--- src/rtl/core_v_mcu_pkg.sv ---
// core_v_mcu_pkg: shared register-bus types and arbiter configuration constants.
package core_v_mcu_pkg;

  typedef struct packed {
    logic        valid;
    logic [31:0] addr;
    logic        write;
    logic [31:0] wdata;
    logic [3:0]  wstrb;
  } reg_req_t;

  typedef struct packed {
    logic        ready;
    logic [31:0] rdata;
    logic        error;
  } reg_rsp_t;

  localparam int NumRegArbReq        = 2;
  localparam int RegArbTimeoutCycles = 256;

  typedef enum logic [1:0] {ArbIdle, ArbBusy, ArbErr} arb_state_e;

  function automatic int rr_next(int idx, int n);
    return (idx + 1) % n;
  endfunction

endpackage

--- src/rtl/reg_rr_pick.sv ---
// reg_rr_pick: combinational round-robin picker, first valid at or above ptr with wrap.
module reg_rr_pick #(
  parameter int N = 2,
  parameter int W = (N > 1) ? $clog2(N) : 1
) (
  input  logic [N-1:0] valid,
  input  logic [W-1:0] ptr,
  output logic [W-1:0] idx,
  output logic         any_valid
);

  function automatic logic [W-1:0] slot(logic [W-1:0] p, int i);
    return W'((int'(p) + i) % N);
  endfunction

  // Walk downward so the candidate closest to ptr is written last and wins.
  always_comb begin
    idx = '0;
    for (int i = N - 1; i >= 0; i--) if (valid[slot(ptr, i)]) idx = slot(ptr, i);
  end

  assign any_valid = |valid;

endmodule

--- src/rtl/reg_bus_arbiter.sv ---
// reg_bus_arbiter: round-robin register-bus arbiter with locked grant and timeout abort.
module reg_bus_arbiter
  import core_v_mcu_pkg::*;
#(
  parameter int NumReq        = NumRegArbReq,
  parameter int TimeoutCycles = RegArbTimeoutCycles,
  parameter int CntWidth      = (TimeoutCycles > 0) ? $clog2(TimeoutCycles + 1) : 1,
  localparam int IdxW         = (NumReq > 1) ? $clog2(NumReq) : 1
) (
  input  logic            clk_i,
  input  logic            rst_ni,
  input  reg_req_t        in_req_i [NumReq],
  output reg_rsp_t        in_rsp_o [NumReq],
  output reg_req_t        out_req_o,
  input  reg_rsp_t        out_rsp_i,
  output logic            busy_o,
  output logic            timeout_o,
  output logic [IdxW-1:0] timeout_idx_o
);

  if (NumReq < 2 || NumReq > 8) begin : g_bad_num_req
    $error("reg_bus_arbiter: NumReq must be within 2..8");
  end

  localparam logic [CntWidth-1:0] CntLast = CntWidth'(TimeoutCycles - 1);

  arb_state_e            state_q, state_d;
  logic [IdxW-1:0]       gnt_q, gnt_d, ptr_q, ptr_d, pick, tidx_q;
  logic [CntWidth-1:0]   cnt_q, cnt_d;
  logic [NumReq-1:0]     valid_vec;
  logic                  any_valid;

  for (genvar i = 0; i < NumReq; i++) begin : g_valid
    assign valid_vec[i] = in_req_i[i].valid;
  end

  reg_rr_pick #(.N(NumReq), .W(IdxW)) u_pick (
    .valid     (valid_vec),
    .ptr       (ptr_q),
    .idx       (pick),
    .any_valid (any_valid)
  );

  function automatic logic [IdxW-1:0] nxt(logic [IdxW-1:0] idx);
    return IdxW'(rr_next(int'(idx), NumReq));
  endfunction

  // The IDLE pick is gated by reset so the slave sees valid drop while rst_ni is low.
  always_comb begin
    state_d   = state_q;
    gnt_d     = gnt_q;
    ptr_d     = ptr_q;
    cnt_d     = cnt_q;
    out_req_o = '0;
    for (int i = 0; i < NumReq; i++) in_rsp_o[i] = '0;
    case (state_q)
      ArbIdle: if (any_valid && rst_ni) begin
        out_req_o      = in_req_i[pick];
        in_rsp_o[pick] = out_rsp_i;
        if (out_rsp_i.ready) ptr_d = nxt(pick);
        else begin
          state_d = ArbBusy;
          gnt_d   = pick;
          cnt_d   = '0;
        end
      end
      ArbBusy: begin
        out_req_o       = in_req_i[gnt_q];
        in_rsp_o[gnt_q] = out_rsp_i;
        if (out_rsp_i.ready) begin
          state_d = ArbIdle;
          ptr_d   = nxt(gnt_q);
        end else if (TimeoutCycles != 0 && cnt_q == CntLast) state_d = ArbErr;
        else cnt_d = cnt_q + 1'b1;
      end
      ArbErr: begin
        in_rsp_o[gnt_q] = '{ready: 1'b1, rdata: 32'h0, error: 1'b1};
        ptr_d           = nxt(gnt_q);
        state_d         = ArbIdle;
      end
      default: state_d = ArbIdle;
    endcase
  end

  always_ff @(posedge clk_i or negedge rst_ni) begin
    if (!rst_ni) begin
      state_q <= ArbIdle;
      gnt_q   <= '0;
      ptr_q   <= '0;
      cnt_q   <= '0;
      tidx_q  <= '0;
    end else begin
      state_q <= state_d;
      gnt_q   <= gnt_d;
      ptr_q   <= ptr_d;
      cnt_q   <= cnt_d;
      if (state_q == ArbBusy && state_d == ArbErr) tidx_q <= gnt_q;
    end
  end

  assign busy_o        = state_q != ArbIdle;
  assign timeout_o     = state_q == ArbErr;
  assign timeout_idx_o = tidx_q;

  // Dropping valid while granted is a requester protocol violation.
  a_hold_valid: assert property (@(posedge clk_i) disable iff (!rst_ni)
    (state_q == ArbBusy) |-> in_req_i[gnt_q].valid);

endmodule

--- config.mk ---
export PLATFORM = sky130hd
export DESIGN_NAME = reg_bus_arbiter
export DESIGN_NICKNAME = d
export VERILOG_FILES = /design/src/rtl/core_v_mcu_pkg.sv /design/src/rtl/reg_rr_pick.sv /design/src/rtl/reg_bus_arbiter.sv
export SDC_FILE = /design/constraint.sdc
export NUM_CORES = 1
export LEC_CHECK = 0
export BUFFER_PORTS_ARGS = -buffer_cell sky130_fd_sc_hd__clkbuf_2
export CAP_MARGIN = 20
export CORE_AREA = 2 2 124 126
export DETAILED_ROUTE_END_ITERATION = 8
export DIE_AREA = 0 0 126 128
export GPL_TIMING_DRIVEN = 0
export SKIP_LAST_GASP = 1
export SYNTH_ARGS = -nofsm -noshare
export SYNTH_HDL_FRONTEND = slang
export SYNTH_SLANG_ARGS = --single-unit
--- constraint.sdc ---
create_clock -name clk_i -period 2.2 [get_ports clk_i]
set_input_delay 0.11 -clock clk_i [delete_from_list [all_inputs] [get_ports clk_i]]
set_output_delay 0.11 -clock clk_i [all_outputs]
set_load 0.03 [all_outputs]
# Yosys cells after proc, flatten, opt, wreduce, memory -nomap -nowiden
# Cells that the tools add are included.
classes:
  eq_ne: 10
  n_mux: 34
  reduce_logical: 12
  n_lt_le_gt_ge: 6
  bitwise_logic: 5
  n_addsub: 4
ops:
  columns: ["cell", "n"]
  rows:
  - ["2-to-1 mux 70 bit", 7]
  - ["case mux 68 bit (3 select lines)", 1]
  - ["case mux 70 bit (2 select lines)", 1]
  - ["AND 68 bit", 2]
  - ["demux 34 bit (select 1 bit)", 2]
  - ["2-to-1 mux 34 bit", 2]
  - ["2-to-1 mux 68 bit", 1]
  - ["2-to-1 mux 9 bit", 4]
  - ["case mux 9 bit (2 select lines)", 1]
  - ["!= test 2 bit, second input constant", 6]
  - ["adder 9 x 1 -> 9 bit, second input constant", 1]
  - ["== test 9 x 8 -> 1 bit, second input constant", 1]
  - ["2-to-1 mux 1 bit", 9]
  - ["2-to-1 mux 2 bit", 4]
  - ["AND reduction 5 bit", 1]
  - ["== test 2 bit, second input constant", 2]
  - ["greater-or-equal comparator 2 bit, second input constant", 2]
  - ["logical AND 1 bit", 4]
  - ["< comparator 1 x 2 -> 1 bit, second input constant", 2]
  - ["< comparator 2 x 1 -> 1 bit, second input constant", 2]
  - ["inverter 1 -> 2 bit", 2]
  - ["case mux 2 bit (2 select lines)", 1]
  - ["AND reduction 4 bit", 1]
  - ["nonzero test 2 bit", 2]
  - ["other kinds (8)", 10]
totals:
  ff_bits: 14
  in_bits: 176
  wordCells: 76

# Logic depth before layout (Yosys ltp)
logic_depth:
  word_depth: 13
  mapped_depth: 9
  mapped_depth_nobuf: 8

# By module
# A second synthesis with hierarchy kept.
hier_totals:
  cells_unflattened: 295
  hier_area_um2: 2100.8
modules_own_cells:
  columns: ["mod", "instances", "seq_area_each_um2", "cells_each", "area_per_inst_um2"]
  rows:
  - ["reg_bus_arbiter", 1, 350.3, 292, 2083.2]
  - ["reg_rr_pick", 1, 0.0, 3, 17.5]

# Worst setup path after synthesis
# OpenSTA, ideal clock, no wires.
synth_timing:
  path_type: "reg2out"
  from: "register state_q[1]"
  to: "output port in_rsp_o[30] (netlist bit)"
  slack_ns: 0.111
  stages_incl_launch_ff: 9
  n_path_buf: 2
  required_time_ns: 2.090
  t_arrival_ns: 1.979
  path_cell_list: "dfrtp_1 > inv_1 > ha_1 > buf_6 > nand2_1 > nor3_2 > nor2_1 > clkbuf_1 > nor2_1"
synth_rtl:
  columns: ["element", "line_no", "source"]
  rows:
  - ["start, declared", "reg_bus_arbiter.sv:27", "arb_state_e state_q, state_d;"]
  - ["start signal, assigned", "reg_bus_arbiter.sv:87", "state_q <= ArbIdle;"]
  - ["start signal, assigned", "reg_bus_arbiter.sv:93", "state_q <= state_d;"]
  - ["end, declared", "reg_bus_arbiter.sv:13", "output reg_rsp_t in_rsp_o [NumReq],"]

==> impl_metrics.tcl <==
set metrics [dict create \
    run_status "completed" \
    p_int_w 0.00287 \
    synth_flop_cell "dfrtp_1" \
    ys_ff_latch 14 \
    postSynthCellCount 460 \
    post-route-period-util_pct 96.8 \
    max-clock-path-buffers 2 \
    place.detailed.hpwl_um 11800 \
    place.gp.congestion 0.796 \
    synth.area.top_cells "mux2i_1 (22%), a22oi_1 (16%), o21ai_0 (12%), dfrtp_1 (11%), nor2_1 (9.3%)" \
    avgSynthCellArea_um2 6.84 \
    required_ns 2.09 \
    cp_cell_sequence "inv_2, ha_4, nand2_4, nor3_4, buf_6, clkbuf_16, clkbuf_16, a22oi_1, o21ai_1, buf_4" \
    routed_via_density 4.95 \
    cp_slowest_cell "dfrtp_1" \
    start_util_pct 21.2 \
    seq_area_frac_synth_pct 11.1 \
    nets 987 \
    antenna_left 0 \
    antenna_cells 0 \
    pwr-share-comb_pct 88.1 \
    die_w_um 126 \
    routed-via-count 4913 \
    nFillCells 1564 \
    maxSlewViolCount 0 \
    leakagePower_nw 3.00 \
    synth-edff-count 0 \
    cts-root-buf "clkbuf_16" \
    grt_use_total_pct 17.5 \
    synthArstFlopShare_pct 100 \
    core_area_um2 14900 \
    start_kind "flop" \
    overflow 0 \
    ys_types 32 \
    area_delta_synth_final_pct 86.4 \
    irDropWorstVdd_mv 0.600 \
    synth.most_common_cell "nor2_1" \
    total_power_w 0.00693 \
    port_buffers 316 \
    min_period_ns 2.13 \
    cp_max_fo 5 \
    drc 0 \
    clkPwrFrac_pct 5.6 \
    dieArea_um2 16100 \
    hp-class "in -> reg" \
    tns_ns 0 \
    relSlewSlack_pct 55.7 \
    insertion_delay_ns 0.25 \
    slowest_delay_ns 0.41 \
    worst_pin_slew_ns 0.662 \
    crit_type "reg -> out" \
    fmax_mhz 470 \
    syn_nets 642 \
    crit_top_cell "clkbuf_16" \
    synth_top_area_share_pct 22.3 \
    finalSetupViolCount 0 \
    cp.buffers_inverters 5 \
    synth_area_um2 3140 \
    grt_pass1_wl_um 23400 \
    power_density_nw_per_um2 1180 \
    num_rows 45 \
    rsz0062_at_grt "true" \
    clk_pin_slew_ns 0.05 \
    drt-initial-drc-count 236 \
    synth_area_leader_cell "mux2i_1" \
    finalHoldViolCount 0 \
    switching_share_pct 58.6 \
    routedWlPerCell_um 15.8 \
    grt_pass1_vias 4590 \
    cts_buffers 3 \
    end_kind "output pin" \
    antenna_found_initial 0 \
    cp_top_family "buffers and inverters" \
    switching_power_w 0.00406 \
    synth_common_cells "nor2_1 (78), o21ai_0 (77), mux2i_1 (70)" \
    cts.sink_count 14 \
    wl_um 15700 \
    grt_max_degree 15 \
    h-tree-depth 1 \
    drt_pre_antenna_iters 4 \
    drive_gt1_share_pct 51.4 \
    fin_skew_ns 0.00370 \
    max_cap_viol_count 0 \
    cts_tree "built" \
    yosys_warnings 0 \
    cp.arrival_ns 2.02 \
    ios 317 \
    power_frac_seq_pct 6.3 \
    dieHeight_um 128 \
    holdWs_ns 0.352 \
]
[power groups by stage]
stage	clock (W)	combinational [W]	sequential (W)
6_report	0.000389	0.00610	0.000435
4_1_cts	0.000393	0.00590	0.000429
3_3_place_gp	0	0.00525	0.000405
2_1_floorplan	0	0.00370	0.000388
5_1_grt	0.000405	0.00649	0.000452
3_5_place_dp	0	0.00525	0.000406
[worst register-to-register path: cells and delay by family (launching register included)]
family | cells | cell delay (ns)
adder cells (fa/ha/maj) | 2 | 0.41
buffers and inverters | 1 | 0.14
flip-flops | 1 | 0.44
AO/OA/AOI/OAI | 3 | 0.52
AND/OR/NAND/NOR | 3 | 0.53
[metrics by stage]
stage	utilization [%]	area, um^2	cells	setup WS [ns]
detailed placement	33.4	4960	964	-0.755
floorplan	-	3140	460	0.111
finish	39.4	5860	992	0.0701
global route	39.4	5860	992	-0.0631
CTS	38.5	5720	990	0.00392
global placement	33.4	4960	964	-0.770
[path summary, 6_finish.rpt]
| check | startpoint | endpoint | slack [ns] | cells past startpoint |
|---|---|---|---|---|
| min reg2reg | cnt_q[8]$_DFFE_PN0P_ | cnt_q[8]$_DFFE_PN0P_ | 0.48 | 2 |
| max reg2reg | cnt_q[0]$_DFFE_PN0P_ | cnt_q[6]$_DFFE_PN0P_ | 0.09 | 9 |
| min in group asynchronous | rst_ni | cnt_q[1]$_DFFE_PN0P_ | 0.56 | 2 |
| max in group asynchronous | rst_ni | cnt_q[0]$_DFFE_PN0P_ | 1.18 | 2 |
| min | out_rsp_i[33] | cnt_q[2]$_DFFE_PN0P_ | 0.35 | 5 |
| max | state_q[0]$_DFF_PN0_ | out_req_o[38] | 0.07 | 10 |
[registers in the layout (all words and copies together) (netlist names)]
signal and flops:
gnt_q 1, timeout_idx_o 1, cnt_q 9, ptr_q 1, state_q 2
[cell families after synthesis]
kind of cell             after synthesis  share of synthesized area [%]
AO/OA/AOI/OAI                        173                           34.7
XOR/XNOR                               3                          0.836
flip-flops                            14                           11.1
AND/OR/NAND/NOR                      140                           20.9
buffers and inverters                 52                           7.04
multiplexers                          72                           23.0
adder cells (fa/ha/maj)                6                           2.39
[layout make-up]
type | instances | area [um^2] | area share [%]
timing repair inverter | 1 | 5.00 | 0.0854
clock buffer | 4 | 88.8 | 1.52
multi-input combinational | 394 | 2700 | 46.1
inverter | 8 | 35.0 | 0.598
sequential | 14 | 352 | 6.00
timing repair buffer | 342 | 2070 | 35.4
buffer | 41 | 372 | 6.34
tap | 188 | 235 | 4.01
[layer usage]
metal | track usage [%] | part of all wire, % | vias up
met5 | 0 | 0 | -
met4 | 2.84 | 0.63 | 0
met3 | 1.75 | 5.6 | 7
met2 | 33.7 | 53 | 218
met1 | 21.2 | 40 | 2296
li1 | - | - | 2392
[what timing repair did]
item                       4_1_cts  5_1_grt
hold endpoints to repair        14        0
setup buffers                   16        2
resized for setup              152      143
hold buffers                     1        0
pin swaps                        2        2
cloned                           6        3
setup endpoints to repair      140      136
[cells in the final DEF, fill, tap and decap left out, types with 13 or more instances in the layout]
master,n
clkbuf_2,238
clkbuf_4,19
buf_4,69
o21ai_1,35
nor2_1,73
mux2i_1,70
o21ai_0,41
buf_2,27
dfrtp_1,13
a22oi_1,58
nand2b_1,37
(Power assumes the default switching activity.)
